**config.mk**
```make
export PLATFORM = sky130hd
export DESIGN_NAME = fifo_uart_tx
export DESIGN_NICKNAME = d
export VERILOG_FILES = /design/src/rtl/fifo_uart_tx.sv
export SDC_FILE = /design/constraint.sdc
export NUM_CORES = 1
export LEC_CHECK = 0
export ABC_AREA = 1
export BUFFER_PORTS_ARGS = -buffer_cell sky130_fd_sc_hd__clkbuf_2
export CORE_MARGIN = 5
export CORE_UTILIZATION = 55
export DETAILED_ROUTE_END_ITERATION = 7
export PLACE_DENSITY = 0.77
export SYNTH_ARGS = -nofsm -noshare
export SYNTH_HDL_FRONTEND = slang
export SYNTH_SLANG_ARGS = --single-unit
export TNS_END_PERCENT = 30
```
**constraint.sdc**
```tcl
create_clock -name clk -period 3.52 [get_ports clk]
set_clock_uncertainty 0.2 [all_clocks]
set_input_delay 1.056 -clock clk [delete_from_list [all_inputs] [get_ports clk]]
set_output_delay 1.056 -clock clk [all_outputs]
set_load 0.02 [all_outputs]
```
**src/rtl/fifo_uart_tx.sv**
```systemverilog
// UART transmitter that pops one word per frame from a FIFO read port and
// serialises it as start, data (LSB first), optional parity and stop bits.
module fifo_uart_tx #(
   parameter int DATA_WIDTH   = 8,
   parameter int CLKS_PER_BIT = 16,
   parameter int STOP_BITS    = 1,
   parameter int PARITY_EN    = 0,
   parameter int PARITY_ODD   = 0
) (
   input  logic                  clk,
   input  logic                  reset_n,
   input  logic                  fifo_rd_val,
   input  logic [DATA_WIDTH-1:0] fifo_rd_data,
   output logic                  fifo_rd_en,
   output logic                  tx,
   output logic                  busy,
   output logic                  frame_done
);
   localparam int BAUD_W = $clog2(CLKS_PER_BIT);
   localparam int BIT_W  = $clog2(DATA_WIDTH + 1);
   localparam logic [BAUD_W-1:0] BAUD_LAST = BAUD_W'(CLKS_PER_BIT - 1);
   localparam logic [BIT_W-1:0]  DATA_LAST = BIT_W'(DATA_WIDTH - 1);
   localparam logic [BIT_W-1:0]  STOP_LAST = BIT_W'(STOP_BITS - 1);
   localparam logic              ODD_BIT   = (PARITY_ODD != 0);

   typedef enum logic [2:0] {IDLE, LOAD, START, DATA, PARITY, STOP} state_t;

   state_t                state, state_next;
   logic [BAUD_W-1:0]     baud_cnt, baud_next;
   logic [BIT_W-1:0]      bit_cnt, bit_next;
   logic [DATA_WIDTH-1:0] shift, shift_next;
   logic                  parity, parity_next;
   logic                  tx_next;
   logic                  done_next;
   logic                  bit_end;

   always_ff @(posedge clk) begin
      if (!reset_n) begin
         state      <= IDLE;
         baud_cnt   <= '0;
         bit_cnt    <= '0;
         shift      <= '0;
         parity     <= 1'b0;
         tx         <= 1'b1;
         frame_done <= 1'b0;
      end else begin
         state      <= state_next;
         baud_cnt   <= baud_next;
         bit_cnt    <= bit_next;
         shift      <= shift_next;
         parity     <= parity_next;
         tx         <= tx_next;
         frame_done <= done_next;
      end
   end

   // tx_next is the line level for the state being entered, so tx itself stays a flop output
   always_comb begin
      state_next  = state;
      baud_next   = '0;
      bit_next    = bit_cnt;
      shift_next  = shift;
      parity_next = parity;
      tx_next     = tx;
      done_next   = 1'b0;
      fifo_rd_en  = 1'b0;
      busy        = (state != IDLE);
      bit_end     = (baud_cnt == BAUD_LAST);

      if (state != IDLE && state != LOAD)
         baud_next = bit_end ? '0 : baud_cnt + 1'b1;

      case (state)
         IDLE: begin
            tx_next    = 1'b1;
            fifo_rd_en = fifo_rd_val && reset_n;
            if (fifo_rd_val)
               state_next = LOAD;
         end
         LOAD: begin
            shift_next  = fifo_rd_data;
            bit_next    = '0;
            parity_next = 1'b0;
            tx_next     = 1'b0;
            state_next  = START;
         end
         START: begin
            if (bit_end) begin
               tx_next    = shift[0];
               state_next = DATA;
            end
         end
         DATA: begin
            if (bit_end) begin
               parity_next = parity ^ shift[0];
               shift_next  = shift >> 1;
               if (bit_cnt == DATA_LAST) begin
                  bit_next = '0;
                  if (PARITY_EN != 0) begin
                     tx_next    = parity ^ shift[0] ^ ODD_BIT;
                     state_next = PARITY;
                  end else begin
                     tx_next    = 1'b1;
                     state_next = STOP;
                  end
               end else begin
                  bit_next = bit_cnt + 1'b1;
                  tx_next  = shift[1];
               end
            end
         end
         PARITY: begin
            if (bit_end) begin
               tx_next    = 1'b1;
               bit_next   = '0;
               state_next = STOP;
            end
         end
         STOP: begin
            if (bit_end) begin
               if (bit_cnt == STOP_LAST) begin
                  bit_next   = '0;
                  done_next  = 1'b1;
                  state_next = IDLE;
               end else begin
                  bit_next = bit_cnt + 1'b1;
               end
            end
         end
         default: state_next = IDLE;
      endcase
   end
endmodule
```
# == Word-level counts from Yosys, hierarchy flattened ==
# Cells that the tools add are included.
# classes
shift,0
n_bitwise,2
mux,23
n_eq_ne,15
mul,0
n_reduce_logical,14
n_addsub,2
div_mod_pow,0
magnitude_cmp,0
# ops
operator,n
two-way mux 3 bit,7
two-way mux 4 bit,5
case mux 3 bit (6 select lines),1
case mux 4 bit (4 select lines),1
case mux 8 bit (2 select lines),1
!= test 2 bit (second input constant),7
adder 4 x 1 -> 4 bit (second input constant),2
two-way mux 8 bit,1
AND reduction 4 bit,2
AND reduction 7 bit,1
== test 3 x 2 -> 1 bit (second input constant),2
== test 3 bit (second input constant),2
two-way mux 1 bit,6
case mux 1 bit (5 select lines),1
nonzero test 5 bit,1
== test 4 x 3 -> 1 bit (second input constant),1
== test 4 bit (second input constant),1
zero test 4 bit,1
nonzero test 4 bit,1
== test 3 x 1 -> 1 bit (second input constant),1
zero test 3 bit,1
!= test 3 x 1 -> 1 bit (second input constant),1
AND reduction 3 bit,1
nonzero test 3 bit,1
5 further kinds,7
# totals
romBits,0
reg_bits,21
memories,0
inputBits,11
out_inout_bits,4
ramBits,0
latchBits,0
elab_cells,62

# == Logic depth before layout (Yosys ltp) ==
# depth
word_depth,4
ltp_mapped,9
depth_no_buf,9

# == Worst setup path after synthesis ==
# No wires, ideal clock.
# synth_timing
kind,input -> output
startpoint,input port reset_n
endpoint,output port fifo_rd_en
arrival_ps,1619
path_stages,2
path_buffers,0
path_slack_ps,645
required_time_ps,2264
cell_sequence,inv_1 nor3_1
# synth_between
elab_chain_len,2
# synth_lines
element,line_no,rtl
start: declaration,11,"input logic reset_n,"
logical AND 1 bit,76,fifo_rd_en = fifo_rd_val && reset_n;
two-way mux 1 bit,73,case (state)
end: declaration,14,"output logic fifo_rd_en,"
# No other way between the ends.

# == Final worst setup path ==
# Same ends and word-level chain as after synthesis.

==> reports/qor.csv <==
stage,metric,value,unit
run_status,outcome,completed,
worst_setup_path,CP max-delay cell,clkbuf_2,
logic_synthesis,cell taking the most area after synthesis,dfxtp_1,
clock_tree,Worst-Skew Late Latency,310,ps
sta,WHS,262,ps
global_routing,vias in the first global route,958,
clock_tree,CTS tree,built,
worst_setup_path,Worst EP required,2260,ps
layout,Util after Layout,0.631,
worst_setup_path,Worst Setup Start Kind,primary input,
worst_setup_path,crit path DAT,1620,ps
placement,Final HPWL DP,1700,um
placement,placed cell area,0.00120,mm^2
sta,Final min period,2870,ps
global_routing,first-pass GRT wire length,3990,um
sta,Worst Max-Slew Pin Slew,626,ps
layout,Final Non-Filler Cells,201,
route,Avg WL per Cell,10.9,um
global_routing,GR Util met1,0.226,
route,Routed Antenna Nets,0,
die,die area,0.00302,mm^2
clock_tree,Post CTS Setup Buffer Count,0,
logic_synthesis,Cells after Synth,159,
worst_setup_path,"slowest stage delay, CP",200,ps
global_routing,M2 GR Usage,0.303,
route,number of vias per cell,5.31,
route,via count,1067,
clock_tree,cts hold-fix bufs,0,
logic_synthesis,Yosys cell types,25,
layout,area occupied by multi-input gates,594,um^2
power_and_ir_drop,P_leak,0.555,nW
worst_setup_path,crit-path most repeated cell,clkbuf_2,
min_path,Hold Crit Class,flop to flop,
job,Max Cap Viol,0,
worst_setup_path,FF-to-FF setup slack,1570,ps
clock_tree,CTS sink cnt,21,
worst_setup_path,reg2reg end,shift[4],
logic_synthesis,sequential fraction of the synthesis area,0.378,
sta,setup TNS,0,ps
layout,Final #Nets,189,
worst_setup_path,crit-path max FO,5,
die,core area,0.00194,mm^2
power_and_ir_drop,Pwr per Cell Area,866,mW/mm^2
layout,Fillers,204,
min_path,WHS Endpoint,baud_cnt[0],
sta,FMAX,348,MHz
clock_tree,CTS clock-pin slew for the worst setup and hold paths,120,ps
layout,"commonest non-fill, non-tap cell in the layout",nand2_1,
global_routing,met3 usage,0.0322,
layout,most frequent cells in the layout,"nand2_1 (35), dfxtp_1 (21), nand3_1 (17)",
logic_synthesis,Area contributors post-synth,"dfxtp_1 (38%), nand2_1 (12%), nand3_1 (7.6%)",
placement,port buffer count,14,
worst_setup_path,critical path class,primary input to primary output,
layout,layout cell share with drive strength beyond 1,0.195,
clock_tree,buffer depth of the longest clock path,2,
sta,Slew Limit Fails,0,
global_routing,initial antenna violation count,0,
placement,final RePlAce weighted congestion,0.826,
worst_setup_path,Top Family by Delay on Critical Path,buffers and inverters,
clock_tree,Post-CTS Resized,0,
logic_synthesis,Synthesized Nets,173,
clock_tree,H-tree levels,1,
layout,register area,420,um^2
power_and_ir_drop,Design Power,1.06,mW
die,Top-Level Pins,15,
layout,ant diodes,0,
placement,Placed Instances,197,
logic_synthesis,Synth top area share,0.378,
worst_setup_path,Worst R2R Path Depth,5,
min_path,WHS Path Cells,1,
clock_tree,Root Buffer,clkbuf_4,
logic_synthesis,Post-Syn Area,0.00111,mm^2
sta,endpoints failing setup,0,
route,DR DRC count,0,
clock_tree,CTS buffer count,3,
layout,synthesis-to-layout area growth,10.1,%
placement,pre-CTS setup slack,640,ps
global_routing,Overflow after GRT,0,
route,first drt pass iteration count,4,
logic_synthesis,post-synthesis average cell area,7.00,um^2
layout,final instance area,0.00122,mm^2
logic_synthesis,#FFs+latches synth,21,
global_routing,busiest grt layer,met2,
worst_setup_path,crit path capture type,primary output,
route,DRT iter0 DRCs,18,
die,Die Height,55.0,um
die,Std-Cell Rows,16,
worst_setup_path,Worst Path Buf+Inv,3,
sta,max_slew headroom,0.583,
die,initial core utilization,0.573,
global_routing,Tot GR Track Use,0.180,
route,"wirelength, routed",2200,um
sta,final setup margin,648,ps
global_routing,largest net degree at the start of global routing,17,
logic_synthesis,Synth warnings,0,
power_and_ir_drop,Worst VDD drop,0.603,mV
sta,RSZ-0062 raised after global routing,false,
min_path,min-delay src,baud_cnt[0],
sta,"Hold Violations, Final",0,
worst_setup_path,r2r startpoint,baud_cnt[0],
die,die width,55.0,um
sta,Tcrit/Tclk final,0.816,
worst_setup_path,"critical path, cell by cell",clkbuf_2 > inv_1 > nor3_1 > clkbuf_2,
cells by family after synthesis:
logic type,synth area share
XOR/XNOR,0.0236
flip-flops,0.378
AND/OR/NAND/NOR,0.324
AO/OA/AOI/OAI,0.153
buffers and inverters,0.0877
adder cells (fa/ha/maj),0.0337
power breakdown:
| part | internal (mW) | leakage (nW) | switching [mW] | total [mW] |
|---|---|---|---|---|
| clock | 0.0424 | 0.0177 | 0.0731 | 0.115 |
| combinational | 0.193 | 0.365 | 0.367 | 0.560 |
| sequential | 0.317 | 0.172 | 0.0691 | 0.386 |
routing by layer:
layer  vias to the layer above  share of wire  routed length (um)
li1                        555              -                   -
met4                         0          0.016                  36
met3                         5          0.043                  94
met2                        22           0.47                1040
met5                         -              0                   0
met1                       485           0.47                1030
Yosys cell counts:
library cell	instances
xnor2_1	1
nor4_1	1
ha_1	3
a21oi_2	1
xor2_1	2
dfxtp_1	21
clkbuf_2	1
nand2_1	35
nor2_1	14
nor2_4	1
nand3_2	2
nor2_2	4
buf_2	2
o21ai_0	11
inv_2	4
inv_1	15
a211oi_2	1
a21oi_1	9
nand2_2	2
nand4_1	1
nand3_1	17
a31oi_1	7
o21ai_1	1
nor3_1	2
buf_6	1
cell type report:
class	instances	share of cell area
multi-input combinational	115	0.485
clock inverter	1	0.00409
tap	27	0.0276
inverter	19	0.0582
clock buffer	3	0.0184
sequential	21	0.343
timing repair buffer	15	0.0633
state kept, by name, summed over array words and instances, names as in the netlist:
signal and count:
shift 8, baud_cnt 4, bit_cnt 4, frame_done 1, state 3, tx 1
worst max path at each step:
| stage | startpoint | end | slack (ps) | cells after the start |
|---|---|---|---|---|
| finish | reset_n | fifo_rd_en | 650 | 4 |
| global route | reset_n | fifo_rd_en | 580 | 4 |
| CTS | reset_n | fifo_rd_en | 640 | 4 |
| detailed placement | reset_n | fifo_rd_en | 640 | 4 |
| global placement | reset_n | fifo_rd_en | 660 | 4 |
| floorplan | reset_n | fifo_rd_en | 640 | 2 |
worst reg2reg max path, cell delays in order (launching register included):
cell	delay, ps
dfxtp_1	380
ha_1	210
nand3_2	160
a21oi_2	560
o21ai_0	180
a31oi_1	190
Power figures use the tool's default switching activity.
